### src/rtl/gpio_req_initiator_if.sv
// Handshake bundle between host-side control logic and the GPIO request initiator.
interface gpio_req_initiator_if;
    logic        start_i;
    logic        ack_i;
    logic        req_o;
    logic        busy_o;
    logic        done_o;
    logic        timeout_o;
    logic [31:0] latency_o;

    // Initiator view: takes start/ack, drives request and status
    modport master (
        input  start_i, ack_i,
        output req_o, busy_o, done_o, timeout_o, latency_o
    );

    // Host/peer view
    modport slave (
        output start_i, ack_i,
        input  req_o, busy_o, done_o, timeout_o, latency_o
    );
endinterface

### src/rtl/gpio_req_initiator.sv
// Initiator side of the single-wire GPIO req/ack handshake.
// Raises req, measures cycles until the synchronized ack rises, drops req,
// waits for ack to fall. Each phase is bounded by TimeoutMax cycles.
module gpio_req_initiator #(
    parameter logic [31:0] TimeoutMax = 32'd4096,
    parameter int          SyncStages = 2
) (
    input  logic                  clk_i,
    input  logic                  rst_ni,
    gpio_req_initiator_if.master  bus
);

    localparam logic [1:0] StIdle    = 2'd0;
    localparam logic [1:0] StReq     = 2'd1;
    localparam logic [1:0] StRelease = 2'd2;

    logic [1:0]            state_q;
    logic [31:0]           cnt_q;
    logic [SyncStages-1:0] sync_q;
    logic                  ack_s;
    logic                  cnt_hit;
    logic                  to_flag_q;
    logic                  req_q;
    logic                  done_q;
    logic                  timeout_q;
    logic [31:0]           latency_q;

    // ack_i comes from the pad domain; shift it through SyncStages flops
    always_ff @(posedge clk_i or negedge rst_ni) begin
        if (!rst_ni) sync_q <= '0;
        else         sync_q <= {sync_q[SyncStages-2:0], bus.ack_i};
    end

    assign ack_s = sync_q[SyncStages-1];

    // Saturating compare: cnt only advances below the bound, so it never wraps
    assign cnt_hit = (cnt_q >= TimeoutMax);

    // Handshake FSM; req/done/timeout are registered alongside the state
    always_ff @(posedge clk_i or negedge rst_ni) begin
        if (!rst_ni) begin
            state_q   <= StIdle;
            cnt_q     <= '0;
            to_flag_q <= 1'b0;
            req_q     <= 1'b0;
            done_q    <= 1'b0;
            timeout_q <= 1'b0;
            latency_q <= '0;
        end else begin
            done_q    <= 1'b0;
            timeout_q <= 1'b0;
            case (state_q)
                StIdle: begin
                    req_q <= 1'b0;
                    if (bus.start_i) begin
                        state_q   <= StReq;
                        req_q     <= 1'b1;
                        cnt_q     <= '0;
                        to_flag_q <= 1'b0;
                    end
                end
                StReq: begin
                    // ack wins over a timeout landing on the same cycle
                    if (ack_s) begin
                        latency_q <= cnt_q;
                        state_q   <= StRelease;
                        req_q     <= 1'b0;
                        cnt_q     <= '0;
                    end else if (cnt_hit) begin
                        timeout_q <= 1'b1;
                        to_flag_q <= 1'b1;
                        state_q   <= StRelease;
                        req_q     <= 1'b0;
                        cnt_q     <= '0;
                    end else begin
                        cnt_q <= cnt_q + 32'd1;
                    end
                end
                StRelease: begin
                    req_q <= 1'b0;
                    if (!ack_s) begin
                        state_q <= StIdle;
                        done_q  <= ~to_flag_q;
                    end else if (cnt_hit) begin
                        timeout_q <= 1'b1;
                        state_q   <= StIdle;
                    end else begin
                        cnt_q <= cnt_q + 32'd1;
                    end
                end
                default: begin
                    state_q <= StIdle;
                    req_q   <= 1'b0;
                end
            endcase
        end
    end

    assign bus.req_o     = req_q;
    assign bus.busy_o    = (state_q != StIdle);
    assign bus.done_o    = done_q;
    assign bus.timeout_o = timeout_q;
    assign bus.latency_o = latency_q;

endmodule

### src/flat_wrapper.sv
// flat-port wrapper written by rule: the top's interface ports become plain ports
module gpio_req_initiator_flat 
#(
    parameter logic [31:0] TimeoutMax = 32'd4096,
    parameter int          SyncStages = 2
)
  (clk_i, rst_ni, bus_start_i, bus_ack_i, bus_req_o, bus_busy_o, bus_done_o, bus_timeout_o, bus_latency_o);
  gpio_req_initiator_if bus_i ();
  input  logic clk_i;
  input  logic rst_ni;
  input wire logic [$bits(bus_i.start_i)-1:0] bus_start_i;
  input wire logic [$bits(bus_i.ack_i)-1:0] bus_ack_i;
  output wire logic [$bits(bus_i.req_o)-1:0] bus_req_o;
  output wire logic [$bits(bus_i.busy_o)-1:0] bus_busy_o;
  output wire logic [$bits(bus_i.done_o)-1:0] bus_done_o;
  output wire logic [$bits(bus_i.timeout_o)-1:0] bus_timeout_o;
  output wire logic [$bits(bus_i.latency_o)-1:0] bus_latency_o;
  assign bus_i.start_i = bus_start_i;
  assign bus_i.ack_i = bus_ack_i;
  assign bus_req_o = bus_i.req_o;
  assign bus_busy_o = bus_i.busy_o;
  assign bus_done_o = bus_i.done_o;
  assign bus_timeout_o = bus_i.timeout_o;
  assign bus_latency_o = bus_i.latency_o;
  gpio_req_initiator #(.TimeoutMax(TimeoutMax), .SyncStages(SyncStages)) u_core (.clk_i(clk_i), .rst_ni(rst_ni), .bus(bus_i));
endmodule
### config.mk
export PLATFORM = sky130hd
export DESIGN_NAME = gpio_req_initiator_flat
export DESIGN_NICKNAME = d
export VERILOG_FILES = /design/src/rtl/gpio_req_initiator_if.sv /design/src/rtl/gpio_req_initiator.sv /design/src/flat_wrapper.sv
export SDC_FILE = /design/constraint.sdc
export NUM_CORES = 1
export LEC_CHECK = 0
export ABC_AREA = 1
export BUFFER_PORTS_ARGS = -buffer_cell sky130_fd_sc_hd__buf_2
export CELL_PAD_IN_SITES_DETAIL_PLACEMENT = 1
export CELL_PAD_IN_SITES_GLOBAL_PLACEMENT = 1
export CORE_ASPECT_RATIO = 1.75
export CORE_MARGIN = 2
export CORE_UTILIZATION = 39
export CTS_BUF_LIST = sky130_fd_sc_hd__clkbuf_16
export CTS_CLUSTER_DIAMETER = 80
export DETAILED_ROUTE_END_ITERATION = 10
export PLACE_DENSITY_LB_ADDON = 0.1
export SYNTH_ARGS = -nofsm -noshare
export SYNTH_HDL_FRONTEND = slang
export SYNTH_SLANG_ARGS = --single-unit
### constraint.sdc
create_clock -name clk_i -period 1.8 [get_ports clk_i]
set_input_delay 0.09 -clock clk_i [delete_from_list [all_inputs] [get_ports clk_i]]
set_output_delay 0.09 -clock clk_i [all_outputs]
set_load 0.05 [all_outputs]
======== Word-level counts from Yosys, hierarchy flattened ========
Cells that the tools add are included.
storage, ports and cells
  flip-flop bits (word level) ............. 72
  logic and storage cells ................. 54
cells by class
  add/sub/neg operators ................... 1
  order comparisons ....................... 1
  equal/unequal tests ..................... 9
  multiplexer cells ....................... 26
  bitwise operators ....................... 1
  reduce and logical (&&, ||, !) cells .... 8
operators with widths
  cell                                                    count
  two-way mux 32 bit                                      5
  one-hot mux 32 bit (3 select lines)                     1
  adder 32 x 1 -> 32 bit (second input constant)          1
  >= comparator 32 x 13 -> 1 bit (second input constant)  1
  two-way mux 1 bit                                       11
  two-way mux 2 bit                                       5
  AND reduction 4 bit                                     2
  inequality test 2 bit (second input constant)           3
  one-hot mux 1 bit (2 select lines)                      3
  one-hot mux 2 bit (3 select lines)                      1
  inequality test 2 x 1 -> 1 bit (second input constant)  2
  nonzero test 2 bit                                      2
  inequality test 3 x 1 -> 1 bit (second input constant)  1
  inequality test 3 bit (second input constant)           1
  AND reduction 3 bit                                     1
  nonzero test 3 bit                                      1
  equality test 2 x 1 -> 1 bit (second input constant)    1
  equality test 2 bit (second input constant)             1
  zero test 2 bit                                         1
  AND reduction 2 bit                                     1
  inverter 1 bit                                          1

======== Depth between registers and ports, before layout ========
  depth in word-level cells ............... 4
  mapped depth ............................ 11
  gate-level depth less buffers ........... 11

======== Least setup slack after synthesis ========
OpenSTA, ideal clock, no wires.
  kind .................................... register to register
  from .................................... register u_core.state_q[0]
  to ...................................... register u_core.cnt_q[10]
  setup time .............................. 115 ps
  arrival time ............................ 1,890 ps
  required time ........................... 1,685 ps
  path slack .............................. -205 ps
  stages on the path, launching flop included .. 11
  path buffers ............................ 0
  period minus slack after synthesis ...... 2,005 ps
  cell sequence ........................... dfrtp_1 > inv_1 > ha_1 > inv_1 > nor2_1 > a211oi_4 > nand2_4 > inv_6 > nand2_2 > inv_2 > nor2_1
between the ends
  word-level cells in the longest chain between the ends .. 3
  elaborated cells on any way between the ends .. 9
  those cells by class .................... eq/ne (5); mux (1); reduce/logical (3)
ends and longest elaborated chain
  element                                                           RTL line                  text
  from (decl)                                                       gpio_req_initiator.sv:17  logic [1:0] state_q;
  from (signal assigned)                                            gpio_req_initiator.sv:42  state_q <= StIdle;
  from (signal assigned)                                            gpio_req_initiator.sv:56  state_q <= StReq;
  from (signal assigned)                                            gpio_req_initiator.sv:66  state_q <= StRelease;
  equality test 2 bit (tied with other cells)                       gpio_req_initiator.sv:52  case (state_q)
  inequality test 2 x 1 -> 1 bit (no line) (tied with other cells)  --
  AND reduction 4 bit (no line)                                     --
  to (signal assigned)                                              gpio_req_initiator.sv:76  cnt_q <= cnt_q + 32'd1;
  to (signal assigned)                                              gpio_req_initiator.sv:88  cnt_q <= cnt_q + 32'd1;
  to (decl)                                                         gpio_req_initiator.sv:18  logic [31:0] cnt_q;
Parallel ways exist; a longest one is shown, timed or not.
A chain may end at the register's enable or synchronous reset.

======== Final worst setup path ========
Ends and elaborated chain as after synthesis.

==> qor.yml <==
timing:
  setup_ws_ps: 115
  fin_tns_setup_ps: 0
  max_freq_ghz: 0.593
  finalCritPeriodShare_pct: 93.6
  skew_ps: 5.72
  finalWorstPathRequiredPeriod_ps: 1690
  slew_viol_final: 0
  whs_ps: 28.3
  tightest_slew_ps: 395
  finalSetupViolations: 0
  hold_viol: 0
  max_slew_margin_pct: 73.7
setup_path:
  start_kind: "flip-flop"
  cpMaxStageDelayCell: "dfrtp_1"
  cp_num_buf_inv: 2
  worstPathRequired_ps: 2030
  critical_path.top_delay_family: "flip-flops"
  endpoint_kind: "flip-flop"
  arrival_ps: 1910
  worstPathMaxFanout: 7
  max_stage_delay_ps: 410
  path_class: "flip-flop to flip-flop"
  path_cells: "buf_4 > ha_2 > a211oi_4 > buf_2 > nand4_1 > nand2_1 > nor2_1"
power_and_ir_drop:
  switching_share_pct: 35.1
  p_sw_mw: 2.00
  seq_power_share_pct: 32.5
  clock_power_share_pct: 34.9
  vdd_drop_max_mv: 0.674
  intPower_mw: 3.69
  pwr-share-comb_pct: 32.6
  power.leakage_nw: 1.99
  power_density_nw_per_um2: 1460
status:
  status: "completed"
synthesis:
  mappedNetlistNets: 357
  ys_types: 29
  synth_warnings: 0
  synth_edf_count: 0
  syn_area_sq_um: 3100
  async_flop_share_pct: 100
  ys_ff_latch: 72
  ys_seq_area_share_pct: 58.2
  synth_top_flop_cell: "dfrtp_1"
  syn_inst: 347
  avgSynthCellArea_sq_um: 8.93
final_layout:
  fillers: 946
  final_area_sq_um: 3900
  multi_input_area_sq_um: 1080
  register_area_sq_um: 1800
  diodes: 0
  nNetsFinal: 413
  area_delta_synth_final_pct: 26.0
  layout.cells.non_filler: 498
  final_layout_size_suffix_gt1_share_pct: 22.5
placed_design:
  pre_cts_ws_ps: 31.4
  place_hpwl_mm: 4.68
  place_area_sq_um: 3470
  dp.cells: 475
  io_buffers: 39
  gp_congestion: 0.817
job:
  max_cap_viol_count: 0
die:
  coreArea_sq_um: 7800
  die-area_sq_um: 8700
  die_h_microns: 122
  initial_core_util_pct: 39.7
  fp.dieW_microns: 71.4
  rows: 43
  pin_count: 40
clocking:
  cts-buffers-inserted: 9
  htreeDepth: 3
  cts_tree: "done"
  cts_sinks: 72
  clkLatencyLatePin_ps: 330
  cts_root_buf: "clkbuf_16"
  path_clk_slew_ps: 60
  ctsLongestPathBuffers: 2
drt:
  wl_met2_mm: 3.58
  met1_length_mm: 2.76
  highest_layer: "met4"
  drc_errors: 0
  ant_nets: 0
  drtPass1Iterations: 4
  first_iter_violations: 97
  routed-wl-met3_microns: 211
  wl_mm: 6.71
  drt-wirelength-per-cell_microns: 13.5
  vias_per_cell: 4.74
  vias: 2362
global_route:
  grt_pass1_wl_mm: 11.4
  antenna_found_initial: 0
  track_usage_pct: 17.2
  grt_overflow: 0
  grt_max_degree: 73
  grt_pass1_vias: 2437
min_path:
  hp-class: "input port to flip-flop"
-- tightest hold or removal path: stages --
cell and delay [ps]:
buf_2 120, nand2_1 70, a21oi_1 50
-- metal layers --
layer  vias to the layer above  track usage (%)
met1                      1126             19.7
met5                         -                0
li1                       1190                -
met4                         0             8.61
met3                        11             4.80
met2                        35             29.1
-- stage by stage --
step | util [%] | power [mW]
after CTS | 49.1 | 5.65
after detailed placement | 44.5 | 3.61
final | 50.0 | 5.69
after floorplan | - | 3.13
after global placement | 44.5 | 3.59
after global routing | 50.0 | 6.02
-- cell usage in the layout (no fill, tap or decap), drive strengths merged --
master and count:
nand4 7, clkbuf 9, and2 1, nand3 15, nand3b 1, bufinv 3, dfrtp 72, inv 48
ha 6, buf 54, a21oi 2, clkinv 3, clkinvlp 2, o21ai 38, nor3 5, dlygate4sd3 2
a211oi 2, a31oi 1, nand2 87, nor2 50
-- power groups by stage --
| stage | Sequential (mW) | Combinational [mW] | Clock (mW) |
|---|---|---|---|
| floorplan | 2.24 | 0.890 | 0 |
| global placement | 1.87 | 1.72 | 0 |
| detailed placement | 1.88 | 1.74 | 0 |
| CTS | 1.85 | 1.75 | 2.05 |
| global route | 1.87 | 2.04 | 2.12 |
| finish | 1.85 | 1.85 | 1.99 |
-- synth_stat cells (2+ instances only) --
cell / instances / share of area, %
nand2_4: 2 / 0.73
nor2_2: 2 / 0.40
nand2_1: 84 / 10
inv_1: 46 / 5.6
nand3_1: 12 / 1.9
buf_4: 2 / 0.48
inv_2: 2 / 0.24
a21oi_1: 2 / 0.32
o21ai_0: 37 / 6.0
ha_1: 6 / 2.4
nand3_2: 3 / 0.97
nor2_1: 48 / 5.8
dfrtp_1: 72 / 58
nand4_1: 7 / 1.4
nor3_1: 3 / 0.48
clkbuf_1: 6 / 0.73
-- sequential cells by signal, summed over array words and instances, names as in the netlist --
| name | cells |
|---|---|
| u_core.to_flag_q | 1 |
| u_core.bus.latency_o | 32 |
| u_core.state_q | 2 |
| u_core.sync_q | 2 |
| u_core.cnt_q | 32 |
| u_core.bus.done_o | 1 |
| u_core.bus.timeout_o | 1 |
| u_core.bus.req_o | 1 |
-- worst paths after layout --
check	start	end	slack (ps)	cells past startpoint
hold reg to reg	u_core.sync_q[0]	u_core.sync_q[1]	360	0
setup / recovery	u_core.state_q[0]	u_core.cnt_q[10]	110	7
min in group asynchronous	rst_ni	u_core.bus.latency_o[18]	300	3
max in group asynchronous	rst_ni	u_core.cnt_q[0]	1170	3
hold / removal	bus_start_i	u_core.bus.req_o	30	3
setup reg to reg	u_core.state_q[0]	u_core.cnt_q[10]	110	7
-- cells by family after synthesis --
logic type                 Yosys count  synth area share (%)
DFF                                 72                  58.2
buffers and inverters               60                  8.44
AOI/OAI and AO/OA                   43                  7.55
and+or+nand+nor                    166                  23.4
adders and majority gates            6                  2.42
-- layout make-up --
cell class                 instances  share of cell area, %
multi-input combinational        215                   27.7
clock buffer                       9                   5.77
sequential                        72                   46.2
tap                               90                   2.88
clock inverter                     7                   2.82
timing repair buffer              56                   9.71
inverter                          49                   4.94
-- timing repair --
item | CTS | global route
resized for setup | 0 | 11
setup endpoints to repair | 0 | 11
hold endpoints to repair | 73 | 0
setup buffers | 0 | 4
hold buffers | 2 | 0
Note: power is estimated with default switching activity, not from simulation.
